<file path="src/rtl/tpu_output_collector.sv">
// De-skews the per-column result stream leaving the bottom PE row and assembles
// an N x N matrix, presented downstream with a valid/ready handshake.
module tpu_output_collector #(
    parameter  int N     = 3,
    parameter  int ACC_W = 24,
    localparam int RP_W  = $clog2(N + 1)
) (
    input  logic                                clk,
    input  logic                                nrst,
    input  logic [0:N-1][ACC_W-1:0]             col_data,
    input  logic [N-1:0]                        col_valid,
    input  logic                                out_ready,
    input  logic                                err_clr,
    output logic [0:N-1][0:N-1][ACC_W-1:0]      matrix_out,
    output logic                                out_valid,
    output logic                                col_busy,
    output logic                                overflow,
    output logic                                dbg_state,
    output logic [0:N-1][RP_W-1:0]              dbg_rp
);

    // Handshake: a matrix transfers on any cycle where out_valid && out_ready
    // are both high at the rising clk edge; matrix_out is stable while
    // out_valid=1 and out_ready=0, and out_ready is ignored while collecting.

    typedef enum logic {
        COLLECT = 1'b0,
        FULL    = 1'b1
    } state_t;

    state_t                  state, state_nx;
    logic [0:N-1][RP_W-1:0]  rp, rp_nx, wr_row;
    logic [N-1:0]            wr_en, drop;
    logic                    accept, all_full;

    always_comb begin
        state_nx = state;
        rp_nx    = rp;
        wr_row   = rp;
        wr_en    = '0;
        drop     = '0;
        all_full = 1'b1;
        accept   = (state == FULL) && out_ready;

        for (int j = 0; j < N; j++) begin
            if (state == COLLECT) begin
                if (col_valid[j]) begin
                    if (rp[j] < RP_W'(N)) begin
                        wr_en[j] = 1'b1;
                        rp_nx[j] = rp[j] + RP_W'(1);
                    end else begin
                        drop[j] = 1'b1;
                    end
                end
            end else if (accept) begin
                // A beat arriving with the acceptance starts the next matrix.
                rp_nx[j]  = '0;
                wr_row[j] = '0;
                if (col_valid[j]) begin
                    wr_en[j] = 1'b1;
                    rp_nx[j] = RP_W'(1);
                end
            end else if (col_valid[j]) begin
                drop[j] = 1'b1;
            end
        end

        for (int j = 0; j < N; j++) begin
            if (rp_nx[j] != RP_W'(N)) begin
                all_full = 1'b0;
            end
        end

        if ((state == COLLECT) || accept) begin
            state_nx = all_full ? FULL : COLLECT;
        end
    end

    always_ff @(posedge clk) begin
        if (!nrst) begin
            state      <= COLLECT;
            rp         <= '0;
            overflow   <= 1'b0;
            matrix_out <= '0;
        end else begin
            state <= state_nx;
            rp    <= rp_nx;
            // A new drop wins over a simultaneous clear.
            if (|drop) begin
                overflow <= 1'b1;
            end else if (err_clr) begin
                overflow <= 1'b0;
            end
            for (int r = 0; r < N; r++) begin
                for (int j = 0; j < N; j++) begin
                    if (wr_en[j] && (wr_row[j] == RP_W'(r))) begin
                        matrix_out[r][j] <= col_data[j];
                    end
                end
            end
        end
    end

    assign out_valid = (state == FULL);
    assign col_busy  = (state == COLLECT) && (|rp);
    assign dbg_state = state;
    assign dbg_rp    = rp;

endmodule

</file>
<file path="config.mk">
export PLATFORM = sky130hd
export DESIGN_NAME = tpu_output_collector
export DESIGN_NICKNAME = d
export VERILOG_FILES = /design/src/rtl/tpu_output_collector.sv
export SDC_FILE = /design/constraint.sdc
export NUM_CORES = 1
export LEC_CHECK = 0
export BUFFER_PORTS_ARGS = -buffer_cell sky130_fd_sc_hd__buf_4
export CORE_MARGIN = 2
export CORE_UTILIZATION = 35
export DETAILED_ROUTE_END_ITERATION = 12
export PLACE_DENSITY_LB_ADDON = 0.05
export SYNTH_ARGS = -nofsm -noshare
export SYNTH_HDL_FRONTEND = slang
export SYNTH_SLANG_ARGS = --single-unit
</file>
<file path="constraint.sdc">
create_clock -name clk -period 1.5 [get_ports clk]
set_input_delay 0.225 -clock clk [delete_from_list [all_inputs] [get_ports clk]]
set_output_delay 0.225 -clock clk [all_outputs]
set_load 0.05 [all_outputs]
</file>
==> results of run 1 <==
==> critical path: cells and delay by family (launching register included) <==
kind | cells | cell delay (ns)
AND/OR/NAND/NOR | 1 | 0.28
flip-flops | 1 | 0.35
AO/OA/AOI/OAI | 1 | 0.10
buffers and inverters | 1 | 0.16
==> kinds of logic (layout without fill, tap and decap cells) <==
family	Yosys count	after routing
AO/OA/AOI/OAI	239	239
buffers and inverters	79	476
flip-flops	224	224
multiplexers	3	3
AND/OR/NAND/NOR	470	470
==> power breakdown <==
part           total (mW)  switching [mW]  internal [mW]  leakage [nW]
sequential           6.38           0.151           6.23          1.83
clock                6.33            2.45           3.88         0.426
combinational        2.98            1.90           1.08          3.08
total                15.7            4.50           11.2          5.34
==> layer usage <==
metal | GRT usage | part of all wire | up-vias
li1 | - | - | 4045
met1 | 0.278 | 0.44 | 3695
met2 | 0.330 | 0.46 | 244
met3 | 0.0560 | 0.074 | 47
met4 | 0.0686 | 0.028 | 0
met5 | 0 | 0 | -
==> layout make-up <==
class	count	area, um^2
Clock inverter	7	92.6
Sequential cell	224	4510
Clock buffer	39	771
Timing Repair Buffer	428	3780
Inverter	2	15.0
Fill cell	2133	9800
Multi-Input combinational cell	712	3250
Tap cell	285	357
==> cell usage in the layout, fill, tap and decap left out, drive strengths merged <==
master       instances
nor4b                1
clkinv               4
o21a                 3
inv                  3
o22ai                1
nor2                 6
nand2              433
or4b                 1
a21o                 1
nand3                5
and3b                2
nor3b                1
nand4bb              1
a31oi                1
and4bb               2
a211oi               3
mux2i                3
dlygate4sd3         73
dfxtp              224
nor2b                3
clkbuf              43
nand2b               2
o21ai                7
bufinv               2
nor4                 1
nand3b               1
nor4bb               2
and2                 6
buf                351
a21oi              223
nor3                 3
==> final timing paths <==
path / cells after the start / from / endpoint / slack [ns]
min reg2reg: 2 / matrix_out[32] / matrix_out[32] / 0.45
max reg2reg: 5 / dbg_rp[2] / matrix_out[47] / 0.03
min: 4 / err_clr / overflow / 0.06
max: 3 / dbg_rp[2] / col_busy / -0.14
==> registers in the layout (all words and copies together) (netlist names) <==
| signal | cells |
|---|---|
| matrix_out | 216 |
| dbg_rp | 6 |
| dbg_state | 1 |
| overflow | 1 |
==> metrics by stage <==
step	TNS, ns	cells
after detailed placement	-0.0274	1564
after global routing	-0.369	1697
final	-0.138	1697
after CTS	-0.167	1687
after global placement	0	1564
after floorplan	-0.695	1015
==> timing repair <==
action	4_1_cts	5_1_grt
cloned	0	5
endpoints found under the setup margin	71	106
setup buffers	4	5
hold buffers	73	0
resized for setup	19	16
pin swaps	2	5
endpoints found under the hold margin	220	0
==> results_dict.tcl, run 1 <==
set metrics [dict create \
    max_freq_ghz 0.610 \
    syn_area_mm2 0.00802 \
    die_x_um 155 \
    ys_top_cells_by_area "dfxtp_1 (56%), nand2_1 (20%), a21oi_1 (14%)" \
    syn_nets 1094 \
    finalCriticalPeriod_ns 1.64 \
    crit_fanout 2 \
    synthCells 1015 \
    cts_root_buf "clkbuf_16" \
    synthFlopType "dfxtp_1" \
    dp.final_hpwl_mm 17.5 \
    cp_cell_sequence "nor4_4, a21oi_2, buf_6" \
    rsz0062_at_grt "yes" \
    holdWs_ns 0.0605 \
    clkTransAtPathRegs_ns 0.06 \
    startpoint_type "flip-flop" \
    grt_pass1_vias 7513 \
    nets 1474 \
    async_flop_share 0 \
    clock_path_buffers 3 \
    synth_commonest_cells "nand2_1 (433), dfxtp_1 (224), a21oi_1 (223)" \
    boundaryPins 305 \
    drt_iter0_drc 356 \
    finalSetupViolations 1 \
    drv_slew 0 \
    power_mw 15.7 \
    p_per_area_mw_per_mm2 1230 \
    diodes 0 \
    dp_slack_ns -0.0167 \
    area_growth_pct 59.2 \
    cts_tree "done" \
    yosysMostFrequentCell "nand2_1" \
    wirelength_mm 27.0 \
    synth_compound_area_frac 0.153 \
    core_mm2 0.0226 \
    wire_per_inst_um 15.9 \
    gr-usage-all-layers 0.209 \
    drive_gt1_frac 0.300 \
    min_period_over_period 1.09 \
    cp_slowest_stage_delay_ns 0.35 \
    holdCritPathClass "in2reg" \
    yosysTopAreaCell "dfxtp_1" \
    die_h_um 155 \
    synth_edf_count 0 \
    rows 55 \
    p_leak_nw 5.34 \
    num_vias 8031 \
    end_kind "output pin" \
    arrival_ns 1.41 \
    max-slew-margin-rel 0.785 \
    place.gp.congestion 0.804 \
    drc_errors 0 \
    stdcell_area_mm2 0.0128 \
    critPathSlowestCell "dfxtp_4" \
    clock_sinks 224 \
    synth.distinct_cells 34 \
    clock_skew_ns 0.0174 \
    ir_drop_uv 932 \
    hold_viol_final 0 \
    dieArea_mm2 0.0241 \
    grt_pass1_wl_mm 40.9 \
    insertion_delay_ns 0.53 \
    via_per_inst 4.73 \
    worst_pin_slew_ns 0.322 \
    cp_data_required_time_ns 1.27 \
    syn_area_per_cell_um2 7.90 \
    synth_simple_gate_area_frac 0.235 \
    initial_utilization 0.355 \
    ant_nets 0 \
    numPortBuffers 304 \
    postPlaceCellArea_mm2 0.0108 \
    path_class "reg2out" \
    synth_top_family_by_area "simple AND/OR/NAND/NOR gates" \
    dr.pass1.iters 5 \
    status "finished with violations" \
    grt_max_degree 49 \
    synth.area.mux_share 0.00374 \
    violations "setup timing" \
    synth_seq_area_share 0.559 \
    htreeDepth 1 \
    synth_xor_area_frac 0 \
    grt_antenna_before_repair 0 \
    synth_fa_ha_area_frac 0 \
    cap_violations 0 \
    numCtsBuffers 27 \
    grt_overflow 0 \
    netlist.area_leader.share 0.559 \
    yosys_warnings 0 \
    setup_ws_ns -0.138 \
    final_core_util 0.566 \
    synth_seq_cells 224 \
]
(Power assumes the default switching activity.)
==> run 2, diff against run 1 <==
--- a/config.mk
+++ b/config.mk
@@ -10,6 +10,7 @@
 export CORE_UTILIZATION = 35
 export DETAILED_ROUTE_END_ITERATION = 12
 export PLACE_DENSITY_LB_ADDON = 0.05
+export SKIP_LAST_GASP = 1
 export SYNTH_ARGS = -nofsm -noshare
 export SYNTH_HDL_FRONTEND = slang
 export SYNTH_SLANG_ARGS = --single-unit
==> results_dict.tcl, run 2 (same netlist as run 1, synthesis figures left out) <==
set metrics [dict create \
    status "finished with violations" \
    violations "setup timing" \
    rsz0062_at_grt "yes" \
    drive_gt1_frac 0.301 \
    drc_errors 0 \
    place.gp.congestion 0.804 \
    startpoint_type "flip-flop" \
    power_mw 15.7 \
    p_seq_frac 0.406 \
    area_growth_pct 59.6 \
    dp.final_hpwl_mm 17.5 \
    dr.pass1.iters 4 \
    dieArea_mm2 0.0241 \
    instances_no_fill 1698 \
    p_per_area_mw_per_mm2 1230 \
    min_period_over_period 1.09 \
    holdCritPathClass "in2reg" \
    min_to "overflow" \
    gr-usage-all-layers 0.209 \
    cap_violations 0 \
    numCtsBuffers 27 \
    postPlaceCellArea_mm2 0.0108 \
    cp_slowest_stage_delay_ns 0.35 \
    cp_cell_sequence "nor4_4, a21oi_2, buf_6" \
    via_per_inst 4.71 \
    crit_fanout 2 \
    htreeDepth 1 \
    ir_drop_uv 934 \
    r2r_cells 5 \
    die_x_um 155 \
    grt_max_degree 49 \
    max_freq_ghz 0.610 \
    hold_viol_final 0 \
    clkPwrFrac 0.403 \
    die_h_um 155 \
    grt_overflow 0 \
    min_from "err_clr" \
    grt_antenna_before_repair 0 \
    drt_iter0_drc 393 \
    rrSetupSlack_ns -0.01 \
    diodes 0 \
    worst_pin_slew_ns 0.312 \
    clkTransAtPathRegs_ns 0.06 \
    wirelength_mm 27.1 \
    final_common_cell "nand2_1" \
    ant_nets 0 \
    final_core_util 0.567 \
    clock_sinks 224 \
    holdPathStages 4 \
    p_sw_mw 4.50 \
    nets 1475 \
    largest_register_ff_count 216 \
    cts_tree "done" \
    p_int_mw 11.2 \
    critPathSlowestCell "dfxtp_4" \
    r2r-start "dbg_rp[2]" \
    p_sw_frac 0.287 \
    arrival_ns 1.41 \
    finalSetupViolations 9 \
    rr_endpoint "matrix_out[34]" \
    end_kind "output pin" \
    finalCriticalPeriod_ns 1.64 \
    grt_pass1_wl_mm 40.8 \
    place_inst 1564 \
    final_cell_mix "nand2_1 (432), buf_4 (317), a21oi_1 (220)" \
    cts_root_buf "clkbuf_16" \
    comb_power_share 0.190 \
    clock_skew_ns 0.0165 \
    core_mm2 0.0226 \
    p_leak_nw 5.35 \
    top_register "matrix_out" \
    cp_data_required_time_ns 1.27 \
    initial_utilization 0.355 \
    numPortBuffers 304 \
    max-slew-margin-rel 0.792 \
    wire_per_inst_um 15.9 \
    rows 55 \
    path_class "reg2out" \
    drv_slew 0 \
    num_vias 7992 \
    clock_path_buffers 3 \
    boundaryPins 305 \
    grt_pass1_vias 7495 \
    insertion_delay_ns 0.53 \
    setup_ws_ns -0.139 \
    stdcell_area_mm2 0.0128 \
    dp_slack_ns -0.0167 \
]
==> run 2: power groups by stage <==
stage / combinational (mW) / clock, mW / sequential [mW]
floorplan: 0.714 / 0 / 7.43
global placement: 2.67 / 0 / 6.51
detailed placement: 2.67 / 0 / 6.52
CTS: 2.88 / 6.50 / 6.38
global route: 3.18 / 6.76 / 6.41
finish: 2.99 / 6.33 / 6.38
==> run 2: layout make-up <==
cell class / instances / area, um^2
clock buffer: 39 / 771
clock inverter: 7 / 92.6
fill: 2121 / 9770
inverter: 2 / 15.0
multi-input combinational: 712 / 3250
sequential: 224 / 4510
tap: 285 / 357
timing repair buffer: 429 / 3810
==> run 2: how the worst max path moves through the flow <==
stage / startpoint / slack [ns] / cells after the start / endpoint
5_1_grt: dbg_rp[2] / -0.19 / 3 / col_busy
6_report: dbg_rp[2] / -0.14 / 3 / col_busy
2_1_floorplan: dbg_rp[3] / -0.04 / 6 / matrix_out[27]
3_5_place_dp: dbg_state / -0.02 / 5 / matrix_out[201]
3_3_place_gp: dbg_state / 0.04 / 5 / matrix_out[189]
4_1_cts: dbg_rp[2] / -0.17 / 3 / col_busy
==> run 2: metal layers <==
metal / GRT usage / share of wire
met5: 0 / 0
met4: 0.0686 / 0.028
met3: 0.0552 / 0.079
met2: 0.329 / 0.46
met1: 0.279 / 0.43
==> run 2: repair_timing <==
action                     CTS  global route
pin swaps                    2             5
hold buffers                73             0
setup endpoints to repair   71           115
cloned                       0             6
resized for setup           13            24
hold endpoints to repair   220             0
setup buffers                4             5
==> run 2: per-stage QoR <==
stage / hold slack (ns) / TNS, ns
after floorplan: 0.339 / -0.695
after global placement: 0.439 / 0
after detailed placement: 0.447 / -0.0274
after CTS: 0.0458 / -1.09
after global routing: 0.0933 / -1.23
final: 0.0582 / -0.165
==> run 2: critical path, delay by kind of cell, from the launching register on <==
| kind | cells | cell delay [ns] |
|---|---|---|
| buf+inv | 1 | 0.16 |
| flops | 1 | 0.35 |
| compound gates | 1 | 0.10 |
| simple gates | 1 | 0.28 |
